==> src/rtl/lv_wdg_scan_ctrl.sv <==
// Periodic register-integrity scanner: walks an address window through the arbiter's
// watchdog-scan read port, re-checks each register CRC and flags mismatches/timeouts.
module lv_wdg_scan_ctrl #(
    parameter int unsigned         REG_AW          = 7,
    parameter int unsigned         REG_DW          = 8,
    parameter int unsigned         REG_CRC_W       = 8,
    parameter logic [REG_AW-1:0]   SCAN_START_ADDR = 7'h00,
    parameter logic [REG_AW-1:0]   SCAN_END_ADDR   = 7'h1F,
    parameter int unsigned         SCAN_PERIOD     = 1000,
    parameter int unsigned         ACK_TO          = 64
) (
    input  logic                 i_clk,
    input  logic                 i_rst_n,
    input  logic                 i_scan_en,
    input  logic                 i_spi_rst_wdg,
    input  logic                 i_err_clr,
    output logic                 o_wdg_scan_rac_rd_req,
    output logic [REG_AW-1:0]    o_wdg_scan_rac_addr,
    input  logic                 i_rac_wdg_scan_ack,
    input  logic [REG_DW-1:0]    i_rac_wdg_scan_data,
    input  logic [REG_CRC_W-1:0] i_rac_wdg_scan_crc,
    output logic                 o_crc_err,
    output logic [REG_AW-1:0]    o_err_addr,
    output logic                 o_timeout_err,
    output logic [3:0]           o_crc_err_cnt,
    output logic                 o_scan_done,
    output logic                 o_scan_busy
);

    localparam int unsigned CNT_W = $clog2(SCAN_PERIOD);
    localparam int unsigned TO_W  = $clog2(ACK_TO);
    localparam logic [CNT_W-1:0] CNT_TERM = CNT_W'(SCAN_PERIOD - 1);
    localparam logic [TO_W-1:0]  TO_TERM  = TO_W'(ACK_TO - 1);

    localparam logic [1:0] ST_IDLE = 2'd0;
    localparam logic [1:0] ST_WAIT = 2'd1;
    localparam logic [1:0] ST_REQ  = 2'd2;
    localparam logic [1:0] ST_CHK  = 2'd3;

    logic [1:0]        state_q, state_d;
    logic [CNT_W-1:0]  cnt_q, cnt_d;
    logic [TO_W-1:0]   to_q, to_d;
    logic [REG_AW-1:0] addr_q, addr_d;
    logic              req_q, req_d;
    logic              crc_err_q, crc_err_d;
    logic              to_err_q, to_err_d;
    logic              done_q, done_d;
    logic [REG_AW-1:0] err_addr_q, err_addr_d;
    logic [3:0]        err_cnt_q, err_cnt_d;

    // CRC-8, poly 0x07, init 0xFF, MSB first, no reflection, no final XOR.
    function automatic logic [7:0] crc8(input logic [REG_DW-1:0] d);
        logic [7:0] c;
        logic       fb;
        c = 8'hFF;
        for (int i = REG_DW - 1; i >= 0; i--) begin
            fb = c[7] ^ d[i];
            c  = {c[6:0], 1'b0} ^ (fb ? 8'h07 : 8'h00);
        end
        return c;
    endfunction

    always_comb begin
        state_d    = state_q;
        cnt_d      = cnt_q;
        to_d       = to_q;
        addr_d     = addr_q;
        req_d      = 1'b0;
        crc_err_d  = 1'b0;
        to_err_d   = 1'b0;
        done_d     = 1'b0;
        err_addr_d = err_addr_q;
        err_cnt_d  = err_cnt_q;

        if (crc_err_q && err_cnt_q != 4'hF) err_cnt_d = err_cnt_q + 4'd1;
        if (i_err_clr) err_cnt_d = 4'd0;

        // Disable aborts everything, including an ack landing in the same cycle.
        if (!i_scan_en) begin
            state_d = ST_IDLE;
            addr_d  = SCAN_START_ADDR;
        end else begin
            case (state_q)
                ST_IDLE: begin
                    state_d = ST_WAIT;
                    cnt_d   = '0;
                end
                ST_WAIT: begin
                    if (i_spi_rst_wdg) begin
                        cnt_d = '0;
                    end else if (cnt_q == CNT_TERM) begin
                        state_d = ST_REQ;
                        addr_d  = SCAN_START_ADDR;
                        to_d    = '0;
                        req_d   = 1'b1;
                    end else begin
                        cnt_d = cnt_q + 1'b1;
                    end
                end
                ST_REQ: begin
                    if (i_rac_wdg_scan_ack) begin
                        state_d = ST_CHK;
                        done_d  = (addr_q == SCAN_END_ADDR);
                        if (crc8(i_rac_wdg_scan_data) != i_rac_wdg_scan_crc) begin
                            crc_err_d  = 1'b1;
                            err_addr_d = addr_q;
                        end
                    end else if (to_q == TO_TERM) begin
                        state_d    = ST_CHK;
                        done_d     = (addr_q == SCAN_END_ADDR);
                        to_err_d   = 1'b1;
                        err_addr_d = addr_q;
                    end else begin
                        to_d  = to_q + 1'b1;
                        req_d = 1'b1;
                    end
                end
                ST_CHK: begin
                    if (addr_q == SCAN_END_ADDR) begin
                        state_d = ST_WAIT;
                        cnt_d   = '0;
                    end else begin
                        state_d = ST_REQ;
                        addr_d  = addr_q + 1'b1;
                        to_d    = '0;
                        req_d   = 1'b1;
                    end
                end
                default: state_d = ST_IDLE;
            endcase
        end
    end

    always_ff @(posedge i_clk or negedge i_rst_n) begin
        if (!i_rst_n) begin
            state_q    <= ST_IDLE;
            cnt_q      <= '0;
            to_q       <= '0;
            addr_q     <= SCAN_START_ADDR;
            req_q      <= 1'b0;
            crc_err_q  <= 1'b0;
            to_err_q   <= 1'b0;
            done_q     <= 1'b0;
            err_addr_q <= '0;
            err_cnt_q  <= 4'd0;
        end else begin
            state_q    <= state_d;
            cnt_q      <= cnt_d;
            to_q       <= to_d;
            addr_q     <= addr_d;
            req_q      <= req_d;
            crc_err_q  <= crc_err_d;
            to_err_q   <= to_err_d;
            done_q     <= done_d;
            err_addr_q <= err_addr_d;
            err_cnt_q  <= err_cnt_d;
        end
    end

    assign o_wdg_scan_rac_rd_req = req_q;
    assign o_wdg_scan_rac_addr   = addr_q;
    assign o_crc_err             = crc_err_q;
    assign o_timeout_err         = to_err_q;
    assign o_err_addr            = err_addr_q;
    assign o_crc_err_cnt         = err_cnt_q;
    assign o_scan_done           = done_q;
    assign o_scan_busy           = (state_q == ST_REQ) || (state_q == ST_CHK);

endmodule

==> config.mk <==
export PLATFORM = sky130hd
export DESIGN_NAME = lv_wdg_scan_ctrl
export DESIGN_NICKNAME = d
export VERILOG_FILES = /design/src/rtl/lv_wdg_scan_ctrl.sv
export SDC_FILE = /design/constraint.sdc
export NUM_CORES = 1
export LEC_CHECK = 0
export CORE_MARGIN = 1
export CORE_UTILIZATION = 52
export DETAILED_ROUTE_END_ITERATION = 8
export PLACE_DENSITY_LB_ADDON = 0.3
export SETUP_SLACK_MARGIN = 0.1
export SYNTH_ARGS = -nofsm -noshare
export SYNTH_HDL_FRONTEND = slang
export SYNTH_SLANG_ARGS = --single-unit
export TNS_END_PERCENT = 30
==> constraint.sdc <==
create_clock -name i_clk -period 2.9 [get_ports i_clk]
set_input_delay 0.435 -clock i_clk [delete_from_list [all_inputs] [get_ports i_clk]]
set_output_delay 0.435 -clock i_clk [all_outputs]
set_load 0.01 [all_outputs]
After elaboration in Yosys (flattened, before gate mapping). Cells that the tools add are included. W data, S select, Z words.

Bits in registers: 40. Input bits: 22. Output and inout port bits: 23. Logic and storage cells: 116.

Add/sub/neg operators: 4. Eq/ne operators: 21. Muxes and demuxes: 54. Bitwise gates (word level): 15. Reduce and logical (&&, ||, !) cells: 12.

Operators with widths (number): $xor A8 B3 Y8 (7); $mux W7 (7); $mux W10 (3); $mux W6 (5); $pmux W10 S3 (1); $mux W3 (8); $mux W1 (18); $pmux W6 S3 (1); $pmux W7 S2 (1); $mux W2 (6); $ne A2 B2 Y1 const B (6); $ne A3 B3 Y1 const B (4); $reduce_and A4 Y1 (3); $add A10 B1 Y10 const B (1); $eq A10 B10 Y1 const B (1); $mux W4 (2); $ne A4 B4 Y1 const B (2); $ne A8 B8 Y1 (1); $pmux W2 S4 (1); $add A7 B1 Y7 const B (1); $eq A7 B5 Y1 const B (1); $not A2 Y7 (1); $reduce_and A7 Y1 (1); $xor A1 B1 Y1 (7); other kinds (14) (17).

Longest topological paths before layout.
Depth after elaboration: 28. Depth in mapped cells: 7.

Worst setup path after synthesis. No wires, ideal clock.

Path kind: register to register. Start point: register addr_q[0] (netlist: o_wdg_scan_rac_addr[0]). End point: register cnt_q[4]. Data arrival time: 2.094 ns. Data required time: 2.774 ns. Slack: 0.680 ns. Stages on the path, launching flop included: 7. Path buffers: 1. Path through: dfrtp_1 ha_1 nand4_2 o311a_4 or4_4 buf_6 a221o_1.

Cells in the longest elaborated chain, start to end: 3.

Ends and longest elaborated chain: from (decl) (line 43) `logic [REG_AW-1:0] addr_q, addr_d;`; from (signal assigned) (line 150) `addr_q <= addr_d;`; $eq A7 B5 Y1 (line 119) `if (addr_q == SCAN_END_ADDR) begin`; $ne A2 B2 Y1 (no line); $reduce_and A4 Y1 (no line); to (signal assigned) (line 148) `cnt_q <= cnt_d;`; to (decl) (line 41) `logic [CNT_W-1:0] cnt_q, cnt_d;`.

Every way passes these cells. A chain may end at the register's enable or synchronous reset.

Worst setup path in the final report.
Start point: register addr_q[0] (netlist: o_wdg_scan_rac_addr[0]). End point: register cnt_q[5].

The elaborated chain is that of the path after synthesis.

==> results.cfg <==
[run_status]
status = finished, final reports clean

[synthesis]
async_reset_ff_share_pct = 100
yosys.area.top_type_share_pct = 41.8
synth_ff_type = dfrtp_1
synth_area_leader_cell = dfrtp_1
syn_area_per_cell_um2 = 9.33
synthTopCellsByArea = dfrtp_1 (42%), nand2_1 (4.9%), nand3_1 (4.4%)
syn_inst = 257
synthesis.nets = 283
ys_warn_count = 0
netlist-cell-type-count = 47
synth.ff_latch_count = 40
seq_area_frac_synth_pct = 41.8
syn-cell-area_um2 = 2400
ys_top_cells_by_count = dfrtp_1 (40), nand2_1 (31), nand3_1 (21)
synth_edf_count = 0
synth.most_common_cell = dfrtp_1

[setup_path]
cp_slowest_cell = or4_4
cp_top_family = compound AO/OA/AOI/OAI gates
path_buf_inv = 0
path_cells = ha_1, nand4_2, o311a_4, or4_4, a221o_1
arrival_ns = 2.47
start_kind = flop
crit_fanout = 10
critical_path_class = reg2reg
reg2reg_to = cnt_q[5]$_DFFE_PN0P_
r2r-start = o_wdg_scan_rac_addr[0]$_DFFE_PN0P_
crit_required_ns = 3.09
cp_slowest_stage_delay_ns = 0.57
reg2reg_depth = 5
rrSetupSlack_ns = 0.62
endpoint_kind = flop

[grt]
grt_usage_pct = 25.3
antenna_found_initial = 0
grt_start_max_net_pins = 41
grt_pass1_wl_mm = 9.87
overflow = 0
grt_pass1_vias = 2126

[routing]
drtAntennaViolNets = 0
vias_per_cell = 6.08
wire_per_inst_um = 15.9
routed_wirelength_mm = 5.69
dr.pass1.iters = 4
vias = 2177
drc_errors = 0
drt_iter0_drc = 116

[floorplan]
die-width_um = 69.9
die_area_um2 = 4890
fp.dieH_um = 69.9
core_area_um2 = 4380
num_io_pins = 45
rows = 24
start_util_pct = 54.7

[clocking]
clock-root-buffer = clkbuf_8
post_cts_resize_count = 0
cts_buffer_depth = 2
cts_hold_buf = 0
cts.sink_count = 40
htreeDepth = 2
cts_tree = done
cts_made_buffers = 5
post_cts.repair.setup_buffers = 0
clk_pin_slew_ns = 0.08
worstSkewPairLatency_ns = 0.30

[pwr]
ir_drop_uv = 209
p_leak_nw = 1.25
powerDensity_nw_per_um2 = 363

[sta]
hold_viol = 0
skew_ns = 0.00905
fin_crit_sh_pct = 78.6
finalSetupTns_ns = 0
max_slew.worst_pin.slew_ns = 0.879
fmax_mhz = 439
period_minus_slack_ns = 2.28
drv_slew = 0
hold_ws_ns = 0.260
rsz0062_at_grt = false
setup_violations = 0
maxSlewHeadroom_pct = 41.4

[layout]
multi_input_area_um2 = 1340
final_area_um2 = 3000
drive_above_1_share_pct = 6.54
diodes = 0
regArea_um2 = 1000
syn_to_final_growth_pct = 25.0
nNetsFinal = 331
fill_cells = 362

[flow_run]
drv_cap = 0

[placement]
dp_hpwl_mm = 4.17
gp_congestion = 0.838
place_area_um2 = 2900
io_buffers = 44

[worst_hold_path]
hp-class = in2async
==> registers in the layout (all words and copies together), names as in the netlist <==
name	flops
o_scan_done	1
o_timeout_err	1
cnt_q	10
o_wdg_scan_rac_addr	7
state_q	2
to_q	6
o_err_addr	7
o_crc_err_cnt	4
o_crc_err	1
o_wdg_scan_rac_rd_req	1
==> report_power, final <==
| part | switching (mW) | internal, mW | total (mW) |
|---|---|---|---|
| logic | 0.0719 | 0.0571 | 0.129 |
| clock network | 0.199 | 0.193 | 0.392 |
| registers | 0.00591 | 0.560 | 0.566 |
==> how the worst max path moves through the flow <==
| stage | startpoint | end | cells after the start |
|---|---|---|---|
| after global placement | i_rac_wdg_scan_data[6] | o_err_addr[5]$_DFFE_PN0P_ | 6 |
| after global routing | o_wdg_scan_rac_addr[1]$_DFFE_PN0P_ | cnt_q[5]$_DFFE_PN0P_ | 5 |
| after floorplan | o_wdg_scan_rac_addr[0]$_DFFE_PN0P_ | cnt_q[4]$_DFFE_PN0P_ | 6 |
| after detailed placement | i_rac_wdg_scan_data[6] | o_err_addr[5]$_DFFE_PN0P_ | 6 |
| after CTS | o_wdg_scan_rac_addr[1]$_DFFE_PN0P_ | cnt_q[5]$_DFFE_PN0P_ | 5 |
| final | o_wdg_scan_rac_addr[0]$_DFFE_PN0P_ | cnt_q[5]$_DFFE_PN0P_ | 5 |
==> layout by cell type, fill, tap and decap left out, types with 7 or more instances in the layout <==
cell type,instances
a221o_1,9
and2_1,11
and3_1,9
buf_4,7
clkdlybuf4s50_1,43
dfrtp_1,40
nand2_1,31
nand3_1,21
nor2_1,12
nor3_1,13
o2111ai_1,7
o211ai_1,9
o21ai_0,9
xnor2_1,9
xor2_1,9
==> layout make-up <==
type	count	share of cell area (%)
clock inverter	1	0.251
sequential	40	33.4
timing repair buffer	51	16.3
tap	52	2.17
clock buffer	7	2.88
inverter	2	0.251
multi-input combinational	205	44.8
==> routing by layer <==
layer	wire length [µm]	track usage, %	vias to the layer above	part of all wire, %
met5	0	0	-	0
met4	94	8.00	0	1.7
met3	194	4.91	9	3.4
met2	2810	40.6	49	49
met1	2590	34.6	1051	46
li1	-	-	1068	-
==> cells by family after synthesis <==
kind of cell,count (synthesis),synth area share (%)
xor+xnor,18,6.58
mux,1,0.418
fa+ha+maj,4,2.09
buf+inv,12,2.30
flops,40,41.8
compound gates,56,18.5
simple gates,126,28.4
==> per-stage QoR <==
step / setup WS (ns) / std cells / utilization [%] / power [mW]
2_1_floorplan: 0.680 / 257 / - / 0.639
3_3_place_gp: 0.610 / 350 / 66.2 / 0.701
3_5_place_dp: 0.539 / 350 / 66.2 / 0.705
4_1_cts: 0.625 / 358 / 68.4 / 1.09
5_1_grt: 0.495 / 358 / 68.4 / 1.13
6_report: 0.620 / 358 / 68.4 / 1.09
Note: power is estimated with default switching activity, not from simulation.
